File: config.mk
export PLATFORM = sky130hd
export DESIGN_NAME = noc_input_fifo
export DESIGN_NICKNAME = d
export VERILOG_FILES = /design/src/rtl/noc_input_fifo.sv
export SDC_FILE = /design/constraint.sdc
export NUM_CORES = 1
export LEC_CHECK = 0
export CORE_MARGIN = 2
export CORE_UTILIZATION = 53
export CTS_BUF_LIST = sky130_fd_sc_hd__clkbuf_4 sky130_fd_sc_hd__clkbuf_8 sky130_fd_sc_hd__clkbuf_16
export CTS_CLUSTER_SIZE = 8
export DETAILED_ROUTE_END_ITERATION = 16
export PLACE_DENSITY = 0.84
export SLEW_MARGIN = 10
export SYNTH_ARGS = -nofsm -noshare
export SYNTH_HDL_FRONTEND = slang
export SYNTH_SLANG_ARGS = --single-unit
File: constraint.sdc
create_clock -name clk -period 3.32 [get_ports clk]
set_input_delay 0.664 -clock clk [delete_from_list [all_inputs] [get_ports clk]]
set_output_delay 0.664 -clock clk [all_outputs]
set_load 0.005 [all_outputs]
File: src/rtl/noc_input_fifo.sv
// ----------------------------------------------------------------------------
// noc_input_fifo
// Per-port input buffer of the NoC router, sitting directly in front of the
// LBDR routing stage. Flits are stored in a small circular buffer and the
// head flit is presented first-word-fall-through. A framing checker on the
// write side admits only HEADER, PAYLOAD*, TAIL sequences and drops anything
// else with a one-cycle frame_err pulse.
//
// Ports:
//   clk        router clock, rising-edge
//   rst        asynchronous active-low reset
//   wr_en      upstream write request
//   din        incoming flit
//   rd_en      pop of the head flit
//   dout       head flit (combinational from memory at rd_ptr)
//   flit_id    dout[DATA_WIDTH-1:DATA_WIDTH-3]
//   dst_addr   dout[3:0], meaningful when flit_id is HEADER
//   empty      occupancy is zero (registered)
//   full       occupancy is DEPTH (registered)
//   count      current occupancy
//   frame_err  one-cycle pulse per flit dropped for a framing violation
//   credit_out one-cycle pulse after each accepted read
//              (only when NOC_FIFO_CREDIT_EN is defined)
//
// Optional feature macro: NOC_FIFO_CREDIT_EN
// ----------------------------------------------------------------------------
module noc_input_fifo #(
    parameter int DATA_WIDTH = 32,
    parameter int DEPTH      = 4,
    parameter int PTR_W      = $clog2(DEPTH)
) (
    input  logic                  clk,
    input  logic                  rst,
    input  logic                  wr_en,
    input  logic [DATA_WIDTH-1:0] din,
    input  logic                  rd_en,
    output logic [DATA_WIDTH-1:0] dout,
    output logic [2:0]            flit_id,
    output logic [3:0]            dst_addr,
    output logic                  empty,
    output logic                  full,
    output logic [PTR_W:0]        count,
    output logic                  frame_err
`ifdef NOC_FIFO_CREDIT_EN
    ,
    output logic                  credit_out
`endif
);

    // Flit type codes shared with the rest of the router.
    localparam logic [2:0] FLIT_HEADER  = 3'b001;
    localparam logic [2:0] FLIT_PAYLOAD = 3'b010;
    localparam logic [2:0] FLIT_TAIL    = 3'b100;

    localparam logic [PTR_W:0] FULL_CNT = (PTR_W + 1)'(DEPTH);

    typedef enum logic {
        IDLE,
        IN_PKT
    } state_t;

    logic [DATA_WIDTH-1:0] mem [DEPTH];
    logic [PTR_W-1:0]      rd_ptr;
    logic [PTR_W-1:0]      wr_ptr;
    state_t                state;

    logic                  rd_ok;
    logic                  wr_elig;
    logic                  accept;
    logic                  wr_ok;
    logic                  drop;
    logic [2:0]            in_id;
    logic [PTR_W:0]        count_next;
    state_t                state_next;

    assign dout     = mem[rd_ptr];
    assign flit_id  = dout[DATA_WIDTH-1:DATA_WIDTH-3];
    assign dst_addr = dout[3:0];
    assign in_id    = din[DATA_WIDTH-1:DATA_WIDTH-3];

    // A read frees a slot in the same cycle, so a full FIFO still takes a
    // write when it is being popped.
    assign rd_ok   = rd_en & ~empty;
    assign wr_elig = wr_en & (~full | rd_ok);

    always_comb begin
        accept     = 1'b0;
        state_next = state;
        unique case (state)
            IDLE: begin
                if (in_id == FLIT_HEADER) begin
                    accept     = 1'b1;
                    state_next = IN_PKT;
                end
            end
            IN_PKT: begin
                if (in_id == FLIT_PAYLOAD) begin
                    accept = 1'b1;
                end else if (in_id == FLIT_TAIL) begin
                    accept     = 1'b1;
                    state_next = IDLE;
                end
            end
            default: accept = 1'b0;
        endcase
    end

    assign wr_ok = wr_elig & accept;
    assign drop  = wr_elig & ~accept;

    always_comb begin
        count_next = count;
        unique case ({wr_ok, rd_ok})
            2'b10:   count_next = count + 1'b1;
            2'b01:   count_next = count - 1'b1;
            default: count_next = count;
        endcase
    end

    always_ff @(posedge clk or negedge rst) begin
        if (!rst) begin
            rd_ptr    <= '0;
            wr_ptr    <= '0;
            count     <= '0;
            empty     <= 1'b1;
            full      <= 1'b0;
            frame_err <= 1'b0;
            state     <= IDLE;
        end else begin
            if (rd_ok) rd_ptr <= rd_ptr + 1'b1;
            if (wr_ok) wr_ptr <= wr_ptr + 1'b1;
            count     <= count_next;
            empty     <= (count_next == '0);
            full      <= (count_next == FULL_CNT);
            frame_err <= drop;
            if (wr_elig) state <= state_next;
        end
    end

    // Storage is intentionally not reset.
    always_ff @(posedge clk) begin
        if (wr_ok) mem[wr_ptr] <= din;
    end

`ifdef NOC_FIFO_CREDIT_EN
    always_ff @(posedge clk or negedge rst) begin
        if (!rst) credit_out <= 1'b0;
        else      credit_out <= rd_ok;
    end
`endif

endmodule

Yosys cells after proc, flatten, opt, wreduce, memory -nomap -nowiden
Memory sizes are Yosys's and may differ from the RTL's.
Index checks and enable logic that the tools add are counted.

word-level totals
  bits in registers = 11
  bits in writable memories = 128
  logic and storage cells = 38
  memories kept = 1

memories
  memory  depth  width  read ports  clocked after Yosys merged registers in  wr ports  RTL line  text
  mem     4      32     1           0                                        1         62        logic [DATA_WIDTH-1:0] mem [DEPTH];

cells by class
  $add $sub $neg = 4
  equal/unequal tests = 6
  multiplexer cells = 10
  bitwise operators = 9
  reduce and logical (&&, ||, !) cells = 1

operators by type and width
  kind                                                 count
  2-to-1 mux 1 bit                                     7
  equality test 3 bit, second input constant           2
  case mux 3 bit (2 select lines)                      1
  adder 2 x 1 -> 2 bit, second input constant          2
  bitwise AND 1 bit                                    4
  inverter 1 bit                                       4
  case mux 1 bit (2 select lines)                      2
  adder 3 x 1 -> 3 bit, second input constant          1
  equality test 3 x 1 -> 1 bit, second input constant  1
  equality test 3 x 2 -> 1 bit, second input constant  1
  logical NOT 3 bit                                    1
  subtractor 3 x 1 -> 3 bit, second input constant     1
  equality test 2 x 1 -> 1 bit, second input constant  1
  equality test 2 bit, second input constant           1
  bitwise OR 1 bit                                     1

Longest topological paths before layout
Gate-level depths: netlist of the first run.

  depth after elaboration = 8
  mapped depth = 10
  gate-level depth less buffers = 10

Worst setup path after synthesis of the first run
OpenSTA, ideal clock, no wires.

  path kind = input-to-reg
  from = input port din[30]
  to = register full
  library setup time = 0.066 ns
  arrival = 2.642 ns
  data required time = 3.254 ns
  setup slack = 0.612 ns
  stages on the path = 10
  buffers on the path = 0
  cell sequence = or4b_1 o21ai_2 and2b_4 inv_1 ha_1 fa_1 xnor2_1 nor2_1 xor2_1 and2_1

between the ends
  word-level cells in the longest chain between the ends = 8
  elaborated cells between the ends (all ways) = 12
  classes of those cells = eq/ne: 6; mux: 5; bitwise: 1

RTL lines
  element                                                              RTL line  text
  start, declared                                                      35        input logic [DATA_WIDTH-1:0] din,
  equality test 3 bit                                                  99        end else if (in_id == FLIT_TAIL) begin
  2-to-1 mux 1 bit                                                     99
  2-to-1 mux 1 bit                                                     97        if (in_id == FLIT_PAYLOAD) begin
  case mux 1 bit (2 select lines) (*)                                  89        unique case (state)
  bitwise AND 1 bit (*)                                                108       assign wr_ok = wr_elig & accept;
  equality test 2 x 1 -> 1 bit or equality test 2 bit (tied branches)  113       unique case ({wr_ok, rd_ok})
  case mux 3 bit (2 select lines) (*)                                  113
  via count_next[2]                                                    73        logic [PTR_W:0] count_next;
  equality test 3 bit (*)                                              134       full <= (count_next == FULL_CNT);
  end signal, assigned                                                 134
  end, declared                                                        41        output logic full,

The timed path passes the listed nets; every way through them passes the cells marked *.
A chain may end at the register's enable or synchronous reset.

Worst setup path in the final report of the first run
  from = register rd_ptr[0]
  to = output port dst_addr[0]

between the ends
  word-level cells in the longest chain between the ends = 1

RTL lines
  element                   RTL line  text
  start, declared           63        logic [PTR_W-1:0] rd_ptr;
  start signal, assigned    130       if (rd_ok) rd_ptr <= rd_ptr + 1'b1;
  memory read (4 x 32 bit)  -
  end, declared             39        output logic [3:0] dst_addr,

Every way passes these cells.

==> results.cfg, run 1 <==
[floorplanning]
placementRows = 36
core-area_mm2 = 0.00973
start_util_pct = 54.1
pin_count = 81
die-area_mm2 = 0.0107
die_h_um = 104
die_w_um = 104

[logic_synthesis]
ys_types = 28
ys.warnings.count = 0
avgSynthCellArea_um2 = 23.0
syn_inst = 229
synthTopCellsByArea = edfxtp_1 73%, mux4_2 14%, dfrtp_1 4.8%, ha_1 1.2%, buf_4 1.0%
yosysMostFrequentCell = edfxtp_1
async_flop_share_pct = 7.91
yosysSeqAreaShare_pct = 78.3
ys_top_cells_by_count = 128 x edfxtp_1, 32 x mux4_2, 10 x dfrtp_1
ys_ff_latch = 139
synth_edf_count = 128
synth_top_area_share_pct = 73.0
synth_top_cell_by_area = edfxtp_1
synthFlopType = edfxtp_1
syn_nets = 271
synthesis.area_mm2 = 0.00527

[min_path]
hold_class = input port to async pin

[cells_and_area]
layout-drive-gt1-share_pct = 26.1
fill_cells = 606
area_delta_synth_final_pct = 31.0
diodes = 0
seqCellArea_mm2 = 0.00412
fin_nets = 370
multi_input_area_mm2 = 0.00104
fin_util_pct = 70.9

[routing]
wl_per_cell_um = 19.2
routed_wl_um = 9110
drt_iter0_markers = 115
drt-pass1-iter-count = 4
ant_nets = 0
drc = 0
num_vias = 2544
post_drt_via_cell_ratio = 5.37

[timing]
fin_skew_ps = 7.88
rsz0062_at_grt = no
fin_crit_ps = 3070
tightest_slew_ps = 497
finalSetupTns_ps = 0
drv_slew = 0
period_share_pct = 92.4
finalHoldViolations = 0
fmax_mhz = 326
maxSlewHeadroom_pct = 66.8
fin_ws_ps = 251
finalSetupViolations = 0

[critical_path]
worstSetupPathType = register to output pin
rr_worst_depth = 10
r2r_slack_ps = 780
cp_max_fo = 12
start_kind = register
end_kind = output pin
r2r-end = full
r2r-start = state
required_ps = 2660
arrival_ps = 2410

[clock_tree]
hold_buffers = 0
cts_resized = 0
cts_tree = built
clk_pin_slew_ps = 60
postCtsSetupBuffers = 0
clkLatencyLatePin_ps = 520
cts_sinks = 139
numCtsBuffers = 17
htreeDepth = 4
cts_buffer_depth = 2
clock-root-buffer = clkbuf_8

[grt]
track_usage_pct = 18.6
grt_max_degree = 24
grt_pass1_vias = 2694
met2_usage_pct = 29.6
use_met3_pct = 6.80
busiest_layer = met2
gr-total-overflow = 0
grt_pass1_wl_um = 14700
antenna_found_initial = 0
grtUsageMet1_pct = 24.0

[run]
cap_violations = 0

[power]
power_density_mw_per_mm2 = 820
vdd_drop_max_mv = 0.493
leakage_nw = 2.33
total_power_mw = 5.65

[outcome]
outcome = complete, no violations

[placement]
pre_cts_ws_ps = 10.4
port_buffers = 80
hpwlAfterDp_um = 5800
routabilityCongestion = 0.777
## area by class of cell
cell class                      instances  area share (%)
Sequential cell                       139            59.8
Multi-Input combinational cell         70            15.1
Timing Repair Buffer                   95            13.6
Clock buffer                           17            6.01
Clock inverter                         15            2.81
Tap cell                              133            2.41
Inverter                                5           0.272
## per-layer routing
metal / share of wire [%] / up-vias / routed length, µm
li1: - / 1125 / -
met1: 42 / 1330 / 3800
met2: 52 / 80 / 4770
met3: 5.1 / 9 / 462
met4: 0.80 / 0 / 73
met5: 0 / - / 0
## report_power, final
group / switching (mW) / internal, mW
logic: 0.535 / 0.998
registers: 0.147 / 2.06
clock network: 0.694 / 1.22
total: 1.38 / 4.28
## cell families after synthesis
kind of cell               after synthesis  share of synthesized area, %
xor gates and xnor gates                 7                          1.16
DFF                                    139                          78.3
adders and majority gates                6                          1.57
buffers and inverters                   20                          2.04
muxes                                   34                          14.2
and+or+nand+nor                         19                          2.33
AOI/OAI and AO/OA                        4                         0.451
## state kept, by name (all words and copies together) (netlist names)
name / count
count: 3
empty: 1
frame_err: 1
full: 1
mem: 128
rd_ptr: 2
state: 1
wr_ptr: 2
## worst max-delay path by stage
stage | startpoint | to | slack, ps | cells past startpoint
after floorplan | din[30] | full | 610 | 10
after global placement | din[30] | full | 110 | 11
after detailed placement | din[30] | full | 10 | 11
after CTS | rd_ptr[0] | dst_addr[0] | 190 | 3
after global routing | rd_ptr[0] | dout[25] | 130 | 3
final | rd_ptr[0] | dst_addr[0] | 250 | 3
## worst max-delay path, cell delays in order (launching register included)
cell and delay [ps]:
dfrtp_2 620, buf_4 240, mux4_2 540, clkdlybuf4s50_1 480
## stage by stage
stage                     instances  instance area (µm²)  hold slack (ps)
after floorplan                 229                 5270              368
after global placement          442                 6290              493
after detailed placement        442                 6290              511
after CTS                       474                 6900              475
after global routing            474                 6900              488
final                           474                 6900              475
## placed cells by master, fill, tap and decap left out, drive strengths merged
cell type	Yosys	layout
xnor2	5	5
clkbuf	3	17
fa	1	1
nand3	1	1
clkinv	0	5
nor3b	1	1
o21ai	3	3
dfstp	1	1
clkdlybuf4s50	0	80
nor2b	1	1
inv	5	8
buf	12	15
nor2	4	4
and2b	1	1
edfxtp	128	128
mux2	2	2
bufinv	0	4
mux4	32	32
nand2b	2	2
and2	5	5
nand2	2	2
or4b	2	2
ha	5	5
xor2	2	2
clkinvlp	0	3
a21oi	1	1
dfrtp	10	10
Power figures use the tool's default switching activity.
==> run 2: changes to the inputs <==
--- a/config.mk
+++ b/config.mk
@@ -5,7 +5,7 @@
 export SDC_FILE = /design/constraint.sdc
 export NUM_CORES = 1
 export LEC_CHECK = 0
-export CORE_MARGIN = 2
+export CORE_MARGIN = 4
 export CORE_UTILIZATION = 53
 export CTS_BUF_LIST = sky130_fd_sc_hd__clkbuf_4 sky130_fd_sc_hd__clkbuf_8 sky130_fd_sc_hd__clkbuf_16
 export CTS_CLUSTER_SIZE = 8
==> run 2 against run 1 <==
Critical path type unchanged; via count is 1.8% lower; design area down 0.67%; core utilization fell by 0.48 points.
==> results.cfg, run 2 (same netlist as run 1, synthesis figures left out) <==
[outcome]
outcome = complete, no violations

[routing]
wl_per_cell_um = 20.1
ant_nets = 0
drt-pass1-iter-count = 4
drt_iter0_markers = 124
drc = 0
routed_wl_um = 9490
post_drt_via_cell_ratio = 5.29
num_vias = 2498

[power]
swShare_pct = 25.7
power_frac_clock_pct = 32.7
vdd_drop_max_mv = 0.437
leakage_nw = 2.31
intPower_mw = 4.12
power_density_mw_per_mm2 = 810
seqPwrFrac_pct = 39.2
power_frac_comb_pct = 28.1
p_switching_mw = 1.43

[clock_tree]
cts_tree = built
hold_buffers = 0
postCtsSetupBuffers = 0
cts_resized = 0
cts_sinks = 139
clkLatencyLatePin_ps = 510
clk_pin_slew_ps = 70
clock-root-buffer = clkbuf_8
numCtsBuffers = 17
htreeDepth = 4
cts_buffer_depth = 2

[grt]
gr-total-overflow = 0
grt_pass1_vias = 2715
track_usage_pct = 17.7
grt_pass1_wl_um = 14800
antenna_found_initial = 0
grt_max_degree = 27

[timing]
finalSetupViolations = 0
fmax_mhz = 342
finalHoldViolations = 0
maxSlewHeadroom_pct = 66.4
tightest_slew_ps = 504
fin_ws_ps = 393
finalSetupTns_ps = 0
fin_skew_ps = 10.9
period_share_pct = 88.2
drv_slew = 0
rsz0062_at_grt = no
fin_crit_ps = 2930
hold_ws_ps = 482

[placement]
routabilityCongestion = 0.733
placed_area_mm2 = 0.00627
pre_cts_ws_ps = 48.1
port_buffers = 80
hpwlAfterDp_um = 5950
place_inst = 440

[cells_and_area]
layout-drive-gt1-share_pct = 26.5
area_delta_synth_final_pct = 30.1
largest_reg_flops = 128
instances_no_fill = 472
final_common_cell = edfxtp_1
final_cell_mix = 128 x edfxtp_1, 80 x clkdlybuf4s50_1, 32 x mux4_2
fin_nets = 368
design_area_mm2 = 0.00685
diodes = 0
top_register = mem
reg_top3 = mem: 128 flops, count: 3 flops

[critical_path]
start_kind = register
required_ps = 2660
r2r_slack_ps = 750
crit_buf_inv = 2
cp_slowest_stage_delay_ps = 590
crit_family = buffers and inverters
critPathSlowestCell = mux4_2
cp_max_fo = 18
cp_cell_sequence = buf_4 -> mux4_2 -> clkdlybuf4s50_1
end_kind = output pin
arrival_ps = 2260
worstSetupPathType = register to output pin

[floorplanning]
die-area_mm2 = 0.0116
start_util_pct = 54.1
placementRows = 36
die_h_um = 108
die_w_um = 108
core-area_mm2 = 0.00973
pin_count = 81

[min_path]
hold_class = input port to async pin

[run]
cap_violations = 0
-- run 2: area by class of cell --
type | count | area, µm²
inverter | 5 | 18.8
fill | 626 | 2880
clock inverter | 15 | 163
multi-input combinational | 70 | 1040
tap | 133 | 166
sequential | 139 | 4120
timing repair buffer | 93 | 923
clock buffer | 17 | 414
-- run 2: routing by layer --
metal | vias up | global-route usage (%) | part of all wire, %
li1 | 1123 | - | -
met1 | 1293 | 22.4 | 42
met2 | 72 | 29.2 | 53
met3 | 10 | 7.02 | 4.7
met4 | 0 | 4.15 | 0.81
met5 | - | 0 | 0
-- run 2: power by group through the flow --
| stage | Clock, mW | Sequential [mW] | Combinational (mW) |
|---|---|---|---|
| after floorplan | 0 | 2.15 | 0.871 |
| after global placement | 0 | 2.20 | 1.54 |
| after detailed placement | 0 | 2.21 | 1.57 |
| after CTS | 1.84 | 2.18 | 1.60 |
| after global routing | 1.93 | 2.19 | 1.68 |
| final | 1.81 | 2.18 | 1.56 |
-- run 2: worst paths after layout --
path	depth (start not counted)	from	endpoint
worst max-delay path	3	rd_ptr[0]	dout[29]
worst min-delay path	1	rst	frame_err
worst max register to register	10	state	full
worst min register to register	1	count[2]	count[2]
max in group asynchronous	1	rst	rd_ptr[0]
min in group clk	1	count[2]	count[2]
-- run 2: stage by stage --
| step | util, % | power [mW] |
|---|---|---|
| 2_1_floorplan | - | 3.02 |
| 3_3_place_gp | 64.5 | 3.75 |
| 3_5_place_dp | 64.5 | 3.79 |
| 4_1_cts | 70.4 | 5.62 |
| 5_1_grt | 70.4 | 5.81 |
| 6_report | 70.4 | 5.55 |
==> run 3: changes to the inputs <==
--- a/config.mk
+++ b/config.mk
@@ -5,12 +5,15 @@
 export SDC_FILE = /design/constraint.sdc
 export NUM_CORES = 1
 export LEC_CHECK = 0
+export ABC_CLOCK_PERIOD_IN_PS = 3320
+export CAP_MARGIN = 25
 export CORE_MARGIN = 4
 export CORE_UTILIZATION = 53
 export CTS_BUF_LIST = sky130_fd_sc_hd__clkbuf_4 sky130_fd_sc_hd__clkbuf_8 sky130_fd_sc_hd__clkbuf_16
 export CTS_CLUSTER_SIZE = 8
 export DETAILED_ROUTE_END_ITERATION = 16
 export PLACE_DENSITY = 0.84
+export RECOVER_POWER = 25
 export SLEW_MARGIN = 10
 export SYNTH_ARGS = -nofsm -noshare
 export SYNTH_HDL_FRONTEND = slang
==> run 3 against run 2 <==
Sequential cell count stayed put; via count is 0.72% higher; clock skew hardly changed; critical endpoint is now dst_addr[2]; core utilization is 0.051 points higher; count of clock-buffer cells in the layout stayed put; design area hardly changed; maximum frequency hardly changed; largest power group unchanged; sequential share of layout area hardly changed; combinational power hardly changed; sequential power hardly changed; cell count is 0.42% higher.
==> results.cfg, run 3 (same netlist as run 1, synthesis figures left out) <==
[timing]
tightest_slew_ps = 503
rsz0062_at_grt = no
hold_ws_ps = 527
period_share_pct = 88.2
fin_crit_ps = 2930
finalSetupViolations = 0
finalHoldViolations = 0
fin_skew_ps = 10.9
fin_ws_ps = 393
finalSetupTns_ps = 0
fmax_mhz = 342
maxSlewHeadroom_pct = 66.5
drv_slew = 0

[cells_and_area]
fill_cells = 624
design_area_mm2 = 0.00686
area_delta_synth_final_pct = 30.2
instances_no_fill = 474
fin_util_pct = 70.5
final_cell_mix = 128 x edfxtp_1, 60 x clkdlybuf4s50_1, 32 x mux4_2
layout-drive-gt1-share_pct = 26.5
largest_reg_flops = 128
top_register = mem
final_common_cell = edfxtp_1
reg_top3 = mem: 128 flops, count: 3 flops
fin_nets = 368

[run]
cap_violations = 0

[grt]
grt_pass1_vias = 2715
antenna_found_initial = 1
gr-total-overflow = 0
grt_max_degree = 27
track_usage_pct = 17.7
grt_pass1_wl_um = 14800

[floorplanning]
die_h_um = 108
die_w_um = 108
pin_count = 81
placementRows = 36
core-area_mm2 = 0.00973
die-area_mm2 = 0.0116
start_util_pct = 54.1

[critical_path]
cp_cell_sequence = buf_12 -> mux4_2 -> clkdlybuf4s50_1
crit_buf_inv = 2
worstSetupPathType = register to output pin
crit_family = buffers and inverters
start_kind = register
required_ps = 2660
end_kind = output pin
cp_slowest_stage_delay_ps = 680
cp_max_fo = 17
arrival_ps = 2260
critPathSlowestCell = dfrtp_2

[clock_tree]
numCtsBuffers = 17
postCtsSetupBuffers = 0
clkLatencyLatePin_ps = 510
hold_buffers = 0
clk_pin_slew_ps = 70
cts_sinks = 139
clock-root-buffer = clkbuf_8
cts_resized = 0
cts_tree = built
htreeDepth = 4
cts_buffer_depth = 2

[power]
power_density_mw_per_mm2 = 809
leakage_nw = 2.31
vdd_drop_max_mv = 0.437
total_power_mw = 5.54

[routing]
post_drt_via_cell_ratio = 5.31
drt-pass1-iter-count = 4
num_vias = 2516
drt_iter0_markers = 109
drc = 0
wl_per_cell_um = 20.1
ant_nets = 0
routed_wl_um = 9510

[min_path]
hold_class = register to register

[placement]
pre_cts_ws_ps = 48.1
port_buffers = 80
place_inst = 440
hpwlAfterDp_um = 5950
placed_area_mm2 = 0.00627
routabilityCongestion = 0.733

[outcome]
outcome = complete, no violations
run 3: cell count changes in the layout (fill, tap and decap cells not counted):
| cell | previous run | this run |
|---|---|---|
| clkdlybuf4s50_1 | 80 | 60 |
| dlygate4sd3_1 | 0 | 20 |
| diode_2 | 0 | 2 |
run 3: power by group:
group          switching (mW)  internal [mW]
clock network           0.731           1.08
registers               0.115           2.06
logic                   0.582          0.973
total                    1.43           4.12
run 3: layout make-up:
| type | instances | area (µm²) | area share (%) |
|---|---|---|---|
| inverter | 5 | 18.8 | 0.274 |
| clock inverter | 15 | 163 | 2.37 |
| sequential | 139 | 4120 | 60.1 |
| clock buffer | 17 | 414 | 6.04 |
| multi-input combinational | 70 | 1040 | 15.2 |
| tap | 133 | 166 | 2.43 |
| antenna | 2 | 5.00 | 0.0730 |
| timing repair buffer | 93 | 923 | 13.5 |
run 3: final timing paths:
path / start / slack, ps / endpoint / depth (start not counted)
worst min-delay path: count[2] / 530 / count[2] / 1
worst min register to register: count[2] / 530 / count[2] / 1
worst max-delay path: rd_ptr[1] / 390 / dst_addr[2] / 3
max in group asynchronous: rst / 2400 / rd_ptr[0] / 1
worst max register to register: state / 750 / full / 10
min in group asynchronous: rst / 550 / frame_err / 1
run 3: layer usage:
layer | up-vias | global-route usage, % | wire [µm]
met2 | 75 | 29.2 | 5050
li1 | 1125 | - | -
met4 | 0 | 4.15 | 97
met5 | - | 0 | 0
met1 | 1305 | 22.4 | 3860
met3 | 11 | 7.02 | 510
